**src/rtl/pad_reader.sv**
```systemverilog
// ----------------------------------------------------------------------------
// pad_reader
// Polls a serial game-pad controller (parallel-in / serial-out shift register)
// and presents the eight button states as a registered, active-high byte.
//
// A poll runs: a latch strobe, then eight pad_clk pulses.
// The controller presents bit A right after the latch.
// It advances on each rising pad_clk.
// Polls are started either by a one-cycle poll_req or by a free-running poll
// timer when auto_en is high. Requests that arrive while a poll is running are
// folded into a single pending poll that starts as soon as the reader is idle.
//
// Parameters
//   CLK_DIV      clk cycles per pad_clk half-period (>= 2)
//   LATCH_LEN    clk cycles pad_latch is held high (>= 2)
//   POLL_PERIOD  clk cycles between automatic poll starts
//
// Ports
//   clk        in   sole clock, rising edge
//   reset      in   synchronous, active-high
//   auto_en    in   enables periodic polling from the poll timer
//   poll_req   in   single-cycle request for one immediate poll
//   pad_data   in   serial data from the controller, active-low, asynchronous
//   pad_latch  out  parallel-load strobe to the controller
//   pad_clk    out  shift clock to the controller, idle low
//   buttons    out  [7]=A [6]=B [5]=Select [4]=Start [3]=Up [2]=Down
//                   [1]=Left [0]=Right, 1 = pressed
//   valid      out  one-cycle pulse when buttons has just been updated
//   busy       out  high while a poll is in progress
// ----------------------------------------------------------------------------
module pad_reader #(
   parameter int CLK_DIV     = 300,
   parameter int LATCH_LEN   = 600,
   parameter int POLL_PERIOD = 833333
) (
   input  logic       clk,
   input  logic       reset,
   input  logic       auto_en,
   input  logic       poll_req,
   input  logic       pad_data,
   output logic       pad_latch,
   output logic       pad_clk,
   output logic [7:0] buttons,
   output logic       valid,
   output logic       busy
);

   // The phase counter times both the latch strobe and the pad_clk half-periods,
   // so it is sized for whichever of the two is longer.
   localparam int CNT_MAX = (LATCH_LEN > CLK_DIV) ? LATCH_LEN : CLK_DIV;
   localparam int CNT_W   = $clog2(CNT_MAX);
   localparam int TMR_W   = $clog2(POLL_PERIOD);

   localparam logic [CNT_W-1:0] LATCH_LAST = CNT_W'(LATCH_LEN - 1);
   localparam logic [CNT_W-1:0] DIV_LAST   = CNT_W'(CLK_DIV - 1);
   localparam logic [TMR_W-1:0] TMR_LAST   = TMR_W'(POLL_PERIOD - 1);

   typedef enum logic [2:0] {
      IDLE  = 3'd0,
      LATCH = 3'd1,
      LOW   = 3'd2,
      HIGH  = 3'd3,
      DONE  = 3'd4
   } state_t;

   state_t           state;
   state_t           next_state;
   logic [CNT_W-1:0] phase_cnt;
   logic [2:0]       bit_idx;
   logic [7:0]       shift_reg;
   logic             sync_meta;
   logic             sync_data;
   logic [TMR_W-1:0] poll_timer;
   logic             pending;

   logic             phase_end;
   logic             timer_expire;
   logic             auto_fire;
   logic             start;

   // Decode of the current phase ending, timer expiry and poll start.
   // A poll starts from IDLE on a direct request, a request that was held while
   // busy, or an enabled timer expiry; coincident sources give one poll.
   always_comb begin
      phase_end = 1'b0;
      if (state == LATCH) begin
         phase_end = (phase_cnt == LATCH_LAST);
      end else if ((state == LOW) || (state == HIGH)) begin
         phase_end = (phase_cnt == DIV_LAST);
      end
      timer_expire = (poll_timer == TMR_LAST);
      auto_fire    = timer_expire && auto_en;
      start        = (state == IDLE) && (poll_req || pending || auto_fire);
   end

   // State register.
   always_ff @(posedge clk) begin
      if (reset) begin
         state <= IDLE;
      end else begin
         state <= next_state;
      end
   end

   // Next-state logic: latch strobe, then eight LOW/HIGH pairs, then one DONE
   // cycle before returning to IDLE.
   always_comb begin
      next_state = state;
      case (state)
         IDLE:    if (start) next_state = LATCH;
         LATCH:   if (phase_end) next_state = LOW;
         LOW:     if (phase_end) next_state = HIGH;
         HIGH:    if (phase_end) next_state = (bit_idx == 3'd7) ? DONE : LOW;
         DONE:    next_state = IDLE;
         default: next_state = IDLE;
      endcase
   end

   // Output decode straight from the state register, so every strobe is a
   // clean function of a flop and drops in the cycle after a reset.
   always_comb begin
      pad_latch = (state == LATCH);
      pad_clk   = (state == HIGH);
      valid     = (state == DONE);
      busy      = (state != IDLE);
   end

   // Datapath: synchronizer, phase/bit counters, sample shift register, the
   // published button byte, poll timer and the single pending-request flag.
   // The sample is taken on the last LOW cycle, the point furthest from the
   // previous rising pad_clk, so the controller output has long settled even
   // after the two synchronizer stages. buttons is written on the edge into
   // DONE so that it changes in the same cycle valid is high.
   always_ff @(posedge clk) begin
      if (reset) begin
         phase_cnt  <= '0;
         bit_idx    <= 3'd0;
         shift_reg  <= 8'h00;
         sync_meta  <= 1'b0;
         sync_data  <= 1'b0;
         buttons    <= 8'h00;
         poll_timer <= '0;
         pending    <= 1'b0;
      end else begin
         sync_meta <= pad_data;
         sync_data <= sync_meta;

         if (phase_end || (state == IDLE) || (state == DONE)) begin
            phase_cnt <= '0;
         end else begin
            phase_cnt <= phase_cnt + CNT_W'(1);
         end

         if (state == IDLE) begin
            bit_idx <= 3'd0;
         end else if ((state == HIGH) && phase_end) begin
            bit_idx <= bit_idx + 3'd1;
         end

         if ((state == LOW) && phase_end) begin
            shift_reg <= {shift_reg[6:0], ~sync_data};
         end

         if ((state == HIGH) && phase_end && (bit_idx == 3'd7)) begin
            buttons <= shift_reg;
         end

         if (start || timer_expire) begin
            poll_timer <= '0;
         end else begin
            poll_timer <= poll_timer + TMR_W'(1);
         end

         if (start) begin
            pending <= 1'b0;
         end else if ((state != IDLE) && (poll_req || auto_fire)) begin
            pending <= 1'b1;
         end
      end
   end

endmodule

```
**config.mk**
```make
export PLATFORM = sky130hd
export DESIGN_NAME = pad_reader
export DESIGN_NICKNAME = d
export VERILOG_FILES = /design/src/rtl/pad_reader.sv
export SDC_FILE = /design/constraint.sdc
export NUM_CORES = 1
export LEC_CHECK = 0
export BUFFER_PORTS_ARGS = -buffer_cell sky130_fd_sc_hd__buf_2
export CAP_MARGIN = 20
export CORE_ASPECT_RATIO = 0.6
export CORE_MARGIN = 2
export CORE_UTILIZATION = 39
export DETAILED_ROUTE_END_ITERATION = 8
export SKIP_CTS_REPAIR_TIMING = 1
export SLEW_MARGIN = 5
export SYNTH_ARGS = -nofsm -noshare
export SYNTH_HDL_FRONTEND = slang
export SYNTH_SLANG_ARGS = --single-unit
```
**constraint.sdc**
```tcl
create_clock -name clk -period 3.1 [get_ports clk]
set_input_delay 0 -clock clk [delete_from_list [all_inputs] [get_ports clk]]
set_output_delay 0 -clock clk [all_outputs]
set_load 0.05 [all_outputs]
```
==> results.cfg, run 1 <==
[outcome]
status = finished clean

[synth]
synth_area_leaders = dfxtp_1 46%, mux2i_1 7.9%, nor2_1 6.7%, xnor2_1 5.8%, nand2_1 3.1%
yosysMostFrequentCell = dfxtp_1
syn_area_sq_um = 2399
synth-async-reset-ratio = 0
avgSynthCellArea_sq_um = 9.120
synth-edff-count = 0
synth.top_cell.area_share = 0.4591
synthTopCellsByCount = 55 x dfxtp_1, 43 x nor2_1, 20 x nand2_1
yosysSeqAreaShare = 0.4591
synth-seq-cells = 55
yosys_warnings = 0
synth_cell_types = 42
post-synth-top-area-cell = dfxtp_1
syn_nets = 273
synthFlopType = dfxtp_1
synth_cells = 263

[clock_network]
cts_made_buffers = 5
clk_pin_slew_worst_paths_ns = 0.09
htree_num_levels = 2
clock_latency_ns = 0.31
cts_root_buf = clkbuf_8
cts_tree = yes
ctsLongestPathBuffers = 2
clock_sinks = 55

[placed_design]
place_area_sq_um = 2577
post-dp-hpwl_mm = 3.089
port_buffers = 16
place.gp.congestion = 0.8100

[grt]
grt_usage = 0.1395
grt_pass1_vias = 1562
overflow = 0
grt_max_degree = 21
antenna_found_initial = 0
grt_pass1_wl_mm = 7.590

[drt]
ant_nets = 0
via_per_inst = 4.807
drt_iter0_drc = 90
post_drt_wl_per_cell_um = 11.70
drt-total-wl_mm = 4.294
route.detailed.drc = 0
num_vias = 1764
dr.pass1.iters = 4

[worst_setup_path]
critPathTopFamily = simple AND/OR/NAND/NOR gates
path_buf_inv = 0
end_kind = flip-flop
crit_chain = ha_1, nand3_1, or4_4, or3_1, a21oi_1
max_stage_delay_ns = 0.60
crit_arrival_ns = 2.26
path_class = flip-flop to flip-flop
start_kind = flip-flop
required_ns = 3.34
crit_fanout = 7
crit_slowest_cell = or4_4

[sta]
finalMaxSlewViolations = 0
finalSetupTns_ns = 0
fin_crit_ns = 2.023
setup_viol = 0
max_freq_mhz = 494.4
fin_crit_sh = 0.6525
max_slew_margin = 0.6331
worst-slew-pin-transition_ns = 0.5497
finalHoldViolations = 0
fin_worst_skew_ns = 0.007799
grt_setup_unrepaired = false

[floorplan]
dieArea_sq_um = 6814
rows = 22
die_h_um = 64.75
start_util = 0.3979
die_w_um = 105.2
io_pins = 17
core-area_sq_um = 6028

[layout]
drive_above_1_share = 0.1237
final_area_sq_um = 2705
area_growth_syn_to_layout_pct = 12.78
fin_nets = 292
antennaDiodeCount = 0
largest_register_ffs = 20
biggestRegsByFlops = poll_timer (20), phase_cnt (10)
regMostFlops = poll_timer

[worst_hold_path]
holdCritPathClass = input port to flip-flop

[power]
powerDensity_nw_per_um2 = 462.2
leakage_nw = 0.9453
peakVddDrop_mv = 0.2073

[run]
max-cap-violations = 0
==> final timing paths <==
path	start	cells past startpoint	slack, ns	end
setup / recovery	poll_timer[0]	5	1.08	poll_timer[18]
hold / removal	poll_req	4	0.03	pending
setup reg to reg	poll_timer[0]	5	1.08	poll_timer[18]
hold reg to reg	sync_meta	1	0.45	sync_data
==> final cells by class <==
type	instances	area, sq um
repair buffers	19	105.1
flip-flops and latches	55	1101
multi-input cells	190	1235
fillers	605	3323
inverters	11	41.29
clock inverters	2	35.03
well taps	84	105.1
clock buffers	6	82.58
==> kinds of logic (layout without fill, tap and decap cells) <==
| group | after synthesis | count (layout) | share of synthesized area |
|---|---|---|---|
| flops | 55 | 55 | 0.4591 |
| compound gates | 15 | 15 | 0.04017 |
| buf+inv | 18 | 38 | 0.02869 |
| mux | 19 | 19 | 0.07929 |
| xor+xnor | 23 | 23 | 0.08398 |
| fa+ha+maj | 5 | 5 | 0.02608 |
| simple gates | 128 | 128 | 0.2827 |
==> metrics by stage <==
step	utilization	std cells	power, mW	hold slack [ns]	setup slack (ns)
2_1_floorplan	-	263	0.7699	0.07161	1.257
3_3_place_gp	0.4276	358	0.7841	0.2203	1.163
3_5_place_dp	0.4276	358	0.7838	0.2340	1.087
4_1_cts	0.4471	366	1.268	-0.09424	1.074
5_1_grt	0.4487	367	1.308	0.04327	0.9619
6_report	0.4487	367	1.250	0.03186	1.077
==> where the power goes <==
| group | leakage (nW) | internal [mW] | switching (mW) |
|---|---|---|---|
| logic | 0.440 | 0.0156 | 0.0317 |
| registers | 0.444 | 0.712 | 0.00739 |
| clock network | 0.0612 | 0.261 | 0.222 |
| total | 0.945 | 0.989 | 0.261 |
==> layout by cell type, fill, tap and decap left out, types with 6 or more instances in the layout <==
cell type / Yosys / final
mux2i_1: 19 / 19
nor2_1: 43 / 43
nand3_1: 11 / 11
buf_2: 1 / 16
clkbuf_8: 0 / 6
xor2_1: 7 / 7
dfxtp_1: 55 / 55
inv_1: 11 / 11
nand2_1: 20 / 20
nor3_1: 8 / 8
nor4_1: 7 / 6
nand4_1: 7 / 7
xnor2_1: 16 / 16
==> layer usage <==
metal | track usage | up-vias | part of all wire
li1 | - | 953 | -
met3 | 0.03119 | 8 | 0.044
met4 | 0.06500 | 0 | 0.018
met2 | 0.1685 | 31 | 0.35
met5 | 0 | - | 0
met1 | 0.2222 | 772 | 0.58
==> worst register-to-register path, stage by stage (launching register included) <==
cell	delay [ns]
dfxtp_1	0.42
ha_1	0.21
nand3_1	0.24
or4_4	0.60
or3_1	0.36
a21oi_1	0.14
No activity file was read; power rests on OpenSTA's default activity.
==> run 2, diff against run 1 <==
--- a/config.mk
+++ b/config.mk
@@ -5,6 +5,7 @@
 export SDC_FILE = /design/constraint.sdc
 export NUM_CORES = 1
 export LEC_CHECK = 0
+export ABC_AREA = 1
 export BUFFER_PORTS_ARGS = -buffer_cell sky130_fd_sc_hd__buf_2
 export CAP_MARGIN = 20
 export CORE_ASPECT_RATIO = 0.6
==> constraint.sdc (replaced) <==
create_clock -name clk -period 2.03 [get_ports clk]
set_input_delay 0 -clock clk [delete_from_list [all_inputs] [get_ports clk]]
set_output_delay 0 -clock clk [all_outputs]
set_load 0.05 [all_outputs]
==> run 2 against run 1 <==
Compared with the run above: setup slack worse by 0.85 ns; clock-buffer cell count grew 1; worst hold slack better by 0.0099 ns; flip-flop and latch count is the same; synthesized area is 13% higher; utilization up 1.3 points; die area grew 13%; largest power group unchanged; highest routed layer unchanged.
==> results.cfg, run 2 <==
[worst_setup_path]
crit_chain = ha_1, nand2_2, nor3_2, nand2_2, a21oi_4, nand2_1, nand3_2, a21oi_1
crit_fanout = 10
crit_top_cell = nand2_2
crit_slowest_cell = dfxtp_1
path_class = flip-flop to flip-flop
end_kind = flip-flop
critPathTopFamily = simple AND/OR/NAND/NOR gates
path_buf_inv = 0
required_ns = 2.20
start_kind = flip-flop
max_stage_delay_ns = 0.41
crit_arrival_ns = 1.97

[floorplan]
die_w_um = 111.7
start_util = 0.4051
core-area_sq_um = 6705
dieArea_sq_um = 7670
rows = 23
io_pins = 17
die_h_um = 68.65

[synth]
synth_cells = 399
yosys_warnings = 0
synth.top_cell.area_share = 0.4053
synthFlopType = dfxtp_1
syn_nets = 409
yosysSeqAreaShare = 0.4053
post-synth-top-area-cell = dfxtp_1
synthTopCellsByCount = 78 x nor2_1, 77 x nand2_1, 64 x inv_1
synth-edff-count = 0
synth_cell_types = 30
synth_area_leaders = dfxtp_1 41%, nor2_1 11%, nand2_1 11%, inv_1 8.8%, nand4_1 4.6%
yosysMostFrequentCell = nor2_1
syn_area_sq_um = 2716
synth-seq-cells = 55
synth-async-reset-ratio = 0
avgSynthCellArea_sq_um = 6.808

[layout]
largest_register_ffs = 20
final_area_sq_um = 3099
area_growth_syn_to_layout_pct = 14.09
drive_above_1_share = 0.09390
layout_common_cells = 78 x nor2_1, 76 x nand2_1, 64 x inv_1, 55 x dfxtp_1, 22 x nand3_1
biggestRegsByFlops = poll_timer (20), phase_cnt (10)
regMostFlops = poll_timer
antennaDiodeCount = 0
fin_nets = 435
final_common_cell = nor2_1

[power]
intPower_mw = 1.785
leakage_nw = 1.215
combPwrFrac = 0.254
peakVddDrop_mv = 0.7844
swShare = 0.3499
powerDensity_nw_per_um2 = 885.9
clkPwrFrac = 0.306
pwr-share-seq = 0.440
switchingPower_mw = 0.9605

[grt]
antenna_found_initial = 0
grt_max_degree = 21
grt_pass1_wl_mm = 9.949
grt_usage = 0.1649
overflow = 0
grt_pass1_vias = 2064

[sta]
fin_crit_ns = 1.803
worst-slew-pin-transition_ns = 0.4522
max_slew_margin = 0.6982
setup_viol = 0
grt_setup_unrepaired = false
finalSetupTns_ns = 0
fin_worst_skew_ns = 0.009120
max_freq_mhz = 554.6
finalHoldViolations = 0
fin_crit_sh = 0.8882
finalMaxSlewViolations = 0

[drt]
drt_iter0_drc = 118
post_drt_wl_per_cell_um = 11.86
via_per_inst = 4.877
ant_nets = 0
drt-total-wl_mm = 6.086
route.detailed.drc = 0
dr.pass1.iters = 5
num_vias = 2502

[clock_network]
htree_num_levels = 2
cts_root_buf = clkbuf_16
clock_latency_ns = 0.29
ctsLongestPathBuffers = 2
cts_tree = yes
clock_sinks = 55
cts_made_buffers = 5
clk_pin_slew_worst_paths_ns = 0.07

[placed_design]
port_buffers = 16
post-dp-hpwl_mm = 4.556
place.gp.congestion = 0.9122
place_area_sq_um = 2929

[outcome]
status = finished clean

[worst_hold_path]
holdCritPathClass = input port to flip-flop

[run]
max-cap-violations = 0
-- run 2: cell types whose count changed after synthesis, moves of 6 or more --
cell     before  now
nand2_1      20   77
inv_1        11   64
nor2_1       43   78
mux2i_1      19    0
xnor2_1      16    2
a21oi_1       4   17
nand4_1       7   20
nand3_1      11   22
o21ai_0       5   13
nor4_1        7    1
-- run 2: area by class of cell --
class	instances	area (sq um)
Fill cell	700	3606
Inverter	65	244.0
Multi-Input combinational cell	275	1355
Tap cell	87	108.9
Clock buffer	7	132.6
Sequential cell	55	1101
Timing Repair Buffer	23	152.6
Clock inverter	1	5.005
-- run 2: per-layer routing --
| layer | wire length (um) | up-vias | part of all wire | GRT usage |
|---|---|---|---|---|
| met3 | 331 | 5 | 0.054 | 0.03671 |
| met5 | 0 | - | 0 | 0 |
| met1 | 3572 | 1118 | 0.59 | 0.2697 |
| li1 | - | 1315 | - | - |
| met4 | 48 | 0 | 0.0079 | 0.04630 |
| met2 | 2133 | 64 | 0.35 | 0.2038 |
-- run 2: per-stage QoR --
step                power, mW  worst slack (ns)  cells  hold WS, ns  utilization
finish                  2.746            0.2269    513      0.04172       0.4622
global route            2.884           0.06604    513      0.08204       0.4622
CTS                     2.751            0.1930    510     -0.09652       0.4574
detailed placement      1.911            0.2137    502       0.2077       0.4368
global placement        1.904            0.2884    502       0.2059       0.4368
floorplan               1.745            0.3912    399      0.06907            -
-- run 2: worst min-delay path, stage by stage --
cell and delay, ns:
buf_2 0.08, nor2_1 0.04, a21boi_0 0.16
-- run 2: power groups by stage --
stage / registers, mW / clock network (mW) / logic, mW
detailed placement: 1.23 / 0 / 0.683
global route: 1.22 / 0.895 / 0.774
CTS: 1.20 / 0.862 / 0.687
finish: 1.21 / 0.841 / 0.697
global placement: 1.23 / 0 / 0.677
floorplan: 1.20 / 0 / 0.550
-- run 2: path summary, 6_finish.rpt --
kind	start	end	slack, ns	depth (start not counted)
worst max-delay path	phase_cnt[0]	phase_cnt[8]	0.23	8
worst min register to register	sync_meta	sync_data	0.41	2
worst max register to register	phase_cnt[0]	phase_cnt[8]	0.23	8
worst min-delay path	poll_req	pending	0.04	3
-- run 2: cells by family (layout without fill, tap and decap cells) --
logic type	after synthesis	after routing	share of synthesized area
xor+xnor	10	10	0.03225
compound gates	33	33	0.06633
fa+ha+maj	5	5	0.02303
buf+inv	69	96	0.09673
simple gates	227	227	0.3763
flops	55	55	0.4053
